### config.mk
export PLATFORM = sky130hd
export DESIGN_NAME = gpi_debouncer
export DESIGN_NICKNAME = d
export VERILOG_FILES = /design/src/rtl/gpi_debouncer.sv
export SDC_FILE = /design/constraint.sdc
export NUM_CORES = 1
export LEC_CHECK = 0
export ABC_CLOCK_PERIOD_IN_PS = 7200
export CAP_MARGIN = 15
export CELL_PAD_IN_SITES_DETAIL_PLACEMENT = 1
export CELL_PAD_IN_SITES_GLOBAL_PLACEMENT = 1
export CORE_UTILIZATION = 40
export DETAILED_ROUTE_END_ITERATION = 8
export GPL_TIMING_DRIVEN = 0
export PLACE_DENSITY = 0.73
export SLEW_MARGIN = 20
export SYNTH_ARGS = -nofsm -noshare
export SYNTH_HDL_FRONTEND = slang
export SYNTH_SLANG_ARGS = --single-unit
### constraint.sdc
create_clock -name clk -period 7.2 [get_ports clk]
set_clock_uncertainty 0.15 [all_clocks]
set_input_delay 1.08 -clock clk [delete_from_list [all_inputs] [get_ports clk]]
set_output_delay 1.08 -clock clk [all_outputs]
set_load 0.01 [all_outputs]
### src/rtl/gpi_debouncer.sv
`default_nettype none
// ============================================================================
// Module  : gpi_debouncer
// Brief   : N-channel push-button conditioner: 2-flop synchroniser, debounce
//           filter, registered rise/fall pulses and auto-repeat press pulses.
// Revision: 1.0 - initial release
// ============================================================================
module gpi_debouncer #(
   parameter int N_CH             = 4,
   parameter int CLK_PERIOD_ns    = 20,
   parameter int DEBOUNCE_TIME_ns = 10000000,
   parameter int REPEAT_EN        = 1,
   parameter int REPEAT_DELAY_ns  = 500000000,
   parameter int REPEAT_PERIOD_ns = 100000000
) (
   input  logic            clk,
   input  logic            resetn,      // active-high despite the name
   input  logic            turbo_mode,
   input  logic [N_CH-1:0] gpi,
   output logic [N_CH-1:0] level,
   output logic [N_CH-1:0] rise,
   output logic [N_CH-1:0] fall,
   output logic [N_CH-1:0] press
);

   localparam int c_d      = DEBOUNCE_TIME_ns / CLK_PERIOD_ns;
   localparam int c_cw     = (c_d < 1) ? 1 : $clog2(c_d + 1);
   localparam int c_dm1    = (c_d > 0) ? c_d - 1 : 0;
   localparam bit c_bypass = (c_d <= 1);

   localparam int c_rd_raw = REPEAT_DELAY_ns / CLK_PERIOD_ns;
   localparam int c_rp_raw = REPEAT_PERIOD_ns / CLK_PERIOD_ns;
   localparam int c_rd     = (c_rd_raw < 1) ? 1 : c_rd_raw;
   localparam int c_rp     = (c_rp_raw < 1) ? 1 : c_rp_raw;
   localparam int c_rmax   = (c_rd > c_rp) ? c_rd : c_rp;
   localparam int c_rw     = (c_rmax < 2) ? 1 : $clog2(c_rmax);

   typedef enum logic [1:0] {
      ST_IDLE        = 2'd0,
      ST_WAIT_DELAY  = 2'd1,
      ST_WAIT_PERIOD = 2'd2
   } rep_state_t;

   logic [N_CH-1:0] r_sync1;
   logic [N_CH-1:0] r_sync2;

   always_ff @(posedge clk or posedge resetn) begin
      if (resetn) begin
         r_sync1 <= '0;
         r_sync2 <= '0;
      end else begin
         r_sync1 <= gpi;
         r_sync2 <= r_sync1;
      end
   end

   for (genvar gi = 0; gi < N_CH; gi++) begin : g_ch
      logic [c_cw-1:0] r_cnt;
      logic            r_level;
      logic            r_rise;
      logic            r_fall;
      logic            w_level_nxt;
      logic            w_rise_ev;
      logic            w_fall_ev;

      // Turbo is looked at combinationally so it commits a pending change on
      // the very edge it is first seen high.
      always_comb begin
         w_level_nxt = r_level;
         if ((r_sync2[gi] != r_level) &&
             (turbo_mode || c_bypass || (r_cnt == c_cw'(c_dm1)))) begin
            w_level_nxt = r_sync2[gi];
         end
      end

      assign w_rise_ev = w_level_nxt & ~r_level;
      assign w_fall_ev = ~w_level_nxt & r_level;

      always_ff @(posedge clk or posedge resetn) begin
         if (resetn) begin
            r_cnt   <= '0;
            r_level <= 1'b0;
            r_rise  <= 1'b0;
            r_fall  <= 1'b0;
         end else begin
            r_level <= w_level_nxt;
            r_rise  <= w_rise_ev;
            r_fall  <= w_fall_ev;
            if ((r_sync2[gi] == r_level) || (w_level_nxt != r_level)) begin
               r_cnt <= '0;
            end else begin
               r_cnt <= r_cnt + 1'b1;
            end
         end
      end

      assign level[gi] = r_level;
      assign rise[gi]  = r_rise;
      assign fall[gi]  = r_fall;

      if (REPEAT_EN != 0) begin : g_rep
         rep_state_t      r_state;
         rep_state_t      w_state_nxt;
         logic [c_rw-1:0] r_rcnt;
         logic [c_rw-1:0] w_rcnt_nxt;
         logic            r_press;
         logic            w_press_nxt;

         always_ff @(posedge clk or posedge resetn) begin
            if (resetn) begin
               r_state <= ST_IDLE;
               r_rcnt  <= '0;
               r_press <= 1'b0;
            end else begin
               r_state <= w_state_nxt;
               r_rcnt  <= w_rcnt_nxt;
               r_press <= w_press_nxt;
            end
         end

         // Events are taken from the next-level terms so press lines up
         // with the registered rise pulse.
         always_comb begin
            w_state_nxt = r_state;
            w_rcnt_nxt  = r_rcnt;
            w_press_nxt = 1'b0;
            if (w_fall_ev) begin
               w_state_nxt = ST_IDLE;
               w_rcnt_nxt  = '0;
            end else begin
               case (r_state)
                  ST_IDLE: begin
                     if (w_rise_ev) begin
                        w_press_nxt = 1'b1;
                        w_state_nxt = ST_WAIT_DELAY;
                        w_rcnt_nxt  = '0;
                     end
                  end
                  ST_WAIT_DELAY: begin
                     if (r_rcnt == c_rw'(c_rd - 1)) begin
                        w_press_nxt = 1'b1;
                        w_state_nxt = ST_WAIT_PERIOD;
                        w_rcnt_nxt  = '0;
                     end else begin
                        w_rcnt_nxt = r_rcnt + 1'b1;
                     end
                  end
                  ST_WAIT_PERIOD: begin
                     if (r_rcnt == c_rw'(c_rp - 1)) begin
                        w_press_nxt = 1'b1;
                        w_rcnt_nxt  = '0;
                     end else begin
                        w_rcnt_nxt = r_rcnt + 1'b1;
                     end
                  end
                  default: begin
                     w_state_nxt = ST_IDLE;
                     w_rcnt_nxt  = '0;
                  end
               endcase
            end
         end

         assign press[gi] = r_press;
      end else begin : g_norep
         assign press[gi] = r_rise;
      end
   end

endmodule
`default_nettype wire

* After elaboration in Yosys (flattened, before gate mapping) *
Index checks and enable logic that the tools add are counted.

word-level totals
  register bits = 208
  input port bits = 7
  logic and storage cells = 182
  output and inout bits = 16

cells by class
  $add $sub $neg = 8
  reductions and logical operators = 20
  mux-type cells = 64
  bitwise operators = 16
  equality and inequality tests = 44

operators with widths
  operator                                                count
  two-way mux 25 bit                                      16
  one-hot mux 25 bit (3 select lines)                     4
  adder 25 x 1 -> 25 bit (second input constant)          4
  equality test 25 x 23 -> 1 bit (second input constant)  4
  equality test 25 bit (second input constant)            4
  adder 19 x 1 -> 19 bit (second input constant)          4
  equality test 19 bit (second input constant)            4
  two-way mux 19 bit                                      4
  two-way mux 2 bit                                       12
  != test 3 bit (second input constant)                   8
  one-hot mux 2 bit (3 select lines)                      4
  two-way mux 1 bit                                       20
  one-hot mux 1 bit (3 select lines)                      4
  AND reduction 3 bit                                     4
  AND 1 bit                                               8
  equality test 2 x 1 -> 1 bit (second input constant)    4
  equality test 2 bit (second input constant)             4
  logical NOT 2 bit                                       4
  logical OR 1 bit                                        8
  != test 1 bit                                           8
  != test 2 bit (second input constant)                   4
  inverter 1 bit                                          8
  equality test 1 bit                                     4
  logical AND 1 bit                                       4

* Logic depth before layout (Yosys ltp) *
  word-level depth = 8
  gate-level depth with buffers = 16
  gate-level depth less buffers = 13

* Worst setup path before layout *
Ideal clock, no wire load.

  path type = input to register
  from = input port turbo_mode
  to = register g_ch[2].g_rep.r_rcnt[10]
  stages on the path = 13
  path slack = 3.905 ns
  library setup time = 0.079 ns
  data required time = 6.971 ns
  data arrival time = 3.065 ns
  path buffers = 3
  path through = nor2_1 > mux2i_1 > inv_1 > ha_1 > and2_1 > clkbuf_1 > nor2_1 > nand2_1 > a21oi_1 > buf_2 > buf_2 > nand4_1 > mux2i_1

on the way
  longest elaborated chain between the ends = 6
  elaborated cells on any way between the ends = 8
  classes of those cells = eq/ne: 1; mux: 2; bitwise: 3; reduce/logical: 2

ends and longest elaborated chain
  item                                                                  RTL line  RTL
  start: declaration                                                    18        input logic turbo_mode,
  logical OR 1 bit *                                                    71        (turbo_mode || c_bypass || (r_cnt == c_cw'(c_dm1)))) begin
  logical AND 1 bit *                                                   70        if ((r_sync2[gi] != r_level) &&
  two-way mux 1 bit *                                                   70
  via g_ch[2].w_level_nxt                                               62        logic w_level_nxt;
  inverter 1 bit                                                        77        assign w_fall_ev = ~w_level_nxt & r_level;
  AND 1 bit                                                             77
  != test 3 bit (no source line) or two-way mux 25 bit (tied branches)  n/a
  end signal: assignment                                                116       r_rcnt <= w_rcnt_nxt;
  end: declaration                                                      104       logic [c_rw-1:0] r_rcnt;

Mark *: on every way through the listed nets, which the timed path passes. The rest lies on a longest branch.
A chain may end at the register's enable or synchronous reset.

* Worst setup path after layout *
  from = input port turbo_mode
  to = register g_ch[2].g_rep.r_rcnt[3]

Same word-level chain as after synthesis.

==> flow_summary.yaml <==
status:
  status: "finished, final reports clean"
floorplan:
  fp.dieH_um: 169.0
  die_area_um2: 28550
  start_util_pct: 41.03
  fp-row-count: 60
  io-pin-count: 23
  die_x_um: 169.0
  core_um2: 27180
logic_synthesis:
  synth-edff-count: 0
  ys_seq_elements: 208
  yosysUniqueCellTypes: 68
  syn-mean-instance-area_um2: 9.402
  synth_commonest_cells: "208 x dfrtp_1, 112 x nand2_1, 107 x nor2_1"
  synth_nets: 1229
  yosysTopAreaCell: "dfrtp_1"
  ys_seq_area_share_pct: 46.68
  synth_most_common_cell: "dfrtp_1"
  synth_cells: 1186
  synth_top_area_share_pct: 46.68
  synthFlopType: "dfrtp_1"
  yosysWarnings: 0
  async_flop_share_pct: 100.0
  synth_area_leaders: "dfrtp_1 47%, a31oi_1 4.2%, ha_1 4.0%"
  synth_area_um2: 11150
timing:
  tightestPinTransition_ns: 0.9273
  fin_crit_sh_pct: 58.90
  rsz0062_at_grt: "no"
  max_freq_mhz: 235.8
  hold_ws_ns: 0.1981
  hold_viol: 0
  slew-limit-headroom_pct: 37.71
  drv_slew: 0
  finalWorstPathRequiredPeriod_ns: 4.241
  final-setup-viol-count: 0
global_routing:
  grt_usage_pct: 20.47
  antenna_found_initial: 0
  grt_pass1_wl_um: 48690
  met3_usage_pct: 2.619
  grt_pass1_vias: 9697
  grt_use_met1_pct: 27.84
  gr-total-overflow: 0
  grt_max_degree: 92
  top_usage_layer: "met2"
  grtUsageMet2_pct: 34.37
detailed_routing:
  wl_per_cell_um: 17.18
  first_pass_iters: 5
  drtIter0Drc: 484
  detail-route-antenna-nets: 0
  wl_um: 27950
  routed-via-count: 9201
  post_drt_via_cell_ratio: 5.655
  drc: 0
clock_tree:
  clockBufferDepth: 3
  clockRootBuffer: "clkbuf_16"
  post_cts_resized: 0
  ctsHoldBuffers: 0
  cts.sinks: 208
  cts_buffers: 25
  clock_latency_ns: 0.53
  cts_tree: "built"
  cts_setup_buffers: 0
  htree_levels: 1
  clkTransAtPathRegs_ns: 0.06
pwr:
  peakVddDrop_mv: 0.1506
  power_per_cell_area_nw_per_um2: 260.1
  p_leak_nw: 5.234
  finalPower_mw: 3.313
finish:
  n_antenna_cell: 0
  nets: 1280
  design_area_um2: 12740
  largest_register_ffs: 100
  top_regs: "g_ch.g_rep.r_rcnt (100), g_ch.r_cnt (76), g_ch.g_rep.r_state (8)"
  final_util_pct: 46.86
  regMostFlops: "g_ch.g_rep.r_rcnt"
  area_delta_synth_final_pct: 14.22
  drive_gt1_share_pct: 7.729
  final_cell_count_no_fill: 1627
placed_design:
  place_area_um2: 11900
  numPortBuffers: 22
  place_congestion: 0.7996
  dpl.cell_count: 1582
  place_hpwl_um: 19080
setup_path:
  crit_arrival_ns: 4.53
  worstPathMaxFanout: 10
  reg2reg_from: "g_ch[2].r_cnt[0]"
  required_ns: 7.49
  crit_type: "input port to flip-flop"
  critPathLaunchType: "input port"
  r2r_setup_slack_ns: 3.09
  crit_start: "turbo_mode"
  end_kind: "flip-flop"
hold_path:
  hold_path_class: "flip-flop to flip-flop"
  min_from: "r_sync1[0]"
flow_run:
  maxCapViolCount: 0
-- power by group --
| group | leakage, nW | total (mW) | internal, mW | switching (mW) |
|---|---|---|---|---|
| logic | 1.96 | 0.753 | 0.256 | 0.498 |
| clock network | 0.422 | 1.28 | 0.778 | 0.504 |
| registers | 2.86 | 1.28 | 1.22 | 0.0552 |
-- per-layer routing --
layer  vias up  part of all wire, %  wire [um]
met5         -                    0          0
met4         0                  1.5        408
met3        32                  3.1        872
met2        99                   48      13500
met1      4668                   47      13160
li1       4402                    -          -
-- placed cells by master, fill, tap and decap left out, types with 14 or more instances in the layout --
cell,synthesis,routed
xor2_1,48,48
clkbuf_1,31,34
clkdlybuf4s50_1,0,22
and2_1,14,14
xnor2_1,23,23
o21ai_0,36,36
ha_1,36,36
clkbuf_16,0,25
or3_1,18,18
nand2_1,112,112
nand2b_1,15,15
nor2_1,107,107
nand4_1,33,33
and4_1,16,16
nor4_1,21,21
a22o_1,15,15
buf_4,16,16
dfrtp_1,208,208
a31oi_1,74,74
nor3_1,22,22
nand3_1,82,82
and3_1,29,29
a21oi_1,61,61
inv_1,36,35
-- final timing paths --
| path | endpoint | cells past startpoint |
|---|---|---|
| setup / recovery | g_ch[2].g_rep.r_rcnt[3] | 14 |
| hold / removal | r_sync2[0] | 0 |
| setup reg to reg | g_ch[2].g_rep.r_rcnt[3] | 16 |
| hold reg to reg | r_sync2[0] | 0 |
| max in group asynchronous | g_ch[3].g_rep.r_rcnt[17] | 3 |
| min in group asynchronous | g_ch[1].r_cnt[2] | 2 |
-- worst max-delay path: stages --
cell and delay (ns):
clkdlybuf4s50_1 0.65, nor2_1 0.24, mux2i_1 0.25, inv_1 0.09, ha_1 0.32, and2_1 0.15
clkbuf_1 0.25, nor2_1 0.27, nand2_1 0.09, a21oi_1 0.21, buf_2 0.30, buf_2 0.32
nand2_1 0.10, a31oi_1 0.19
-- metrics by stage --
stage / setup TNS, ns / setup WS (ns)
after floorplan: 0 / 0.2892
after global routing: 0 / 2.742
after global placement: -580.15 / -2.799
final: 0 / 2.959
after detailed placement: 0 / 2.457
after CTS: 0 / 2.935
-- kinds of logic (layout without fill, tap and decap cells) --
logic type / Yosys count / count (layout) / synth area share [%]
xor gates and xnor gates: 71 / 71 / 5.577
DFF: 208 / 208 / 46.68
adders and majority gates: 36 / 36 / 4.039
and+or+nand+nor: 508 / 508 / 23.87
muxes: 9 / 9 / 0.8304
buffers and inverters: 101 / 170 / 4.309
AOI/OAI and AO/OA: 253 / 253 / 14.70
-- area by class of cell --
| class | count | area [um^2] |
|---|---|---|
| Timing Repair Buffer | 24 | 275.3 |
| Clock inverter | 10 | 103.9 |
| Buffer | 65 | 345.3 |
| Tap cell | 372 | 465.4 |
| Sequential cell | 208 | 5205 |
| Multi-Input combinational cell | 877 | 5465 |
| Clock buffer | 35 | 733.2 |
| Fill cell | 3144 | 14440 |
| Inverter | 36 | 142.6 |
(Power assumes the default switching activity.)
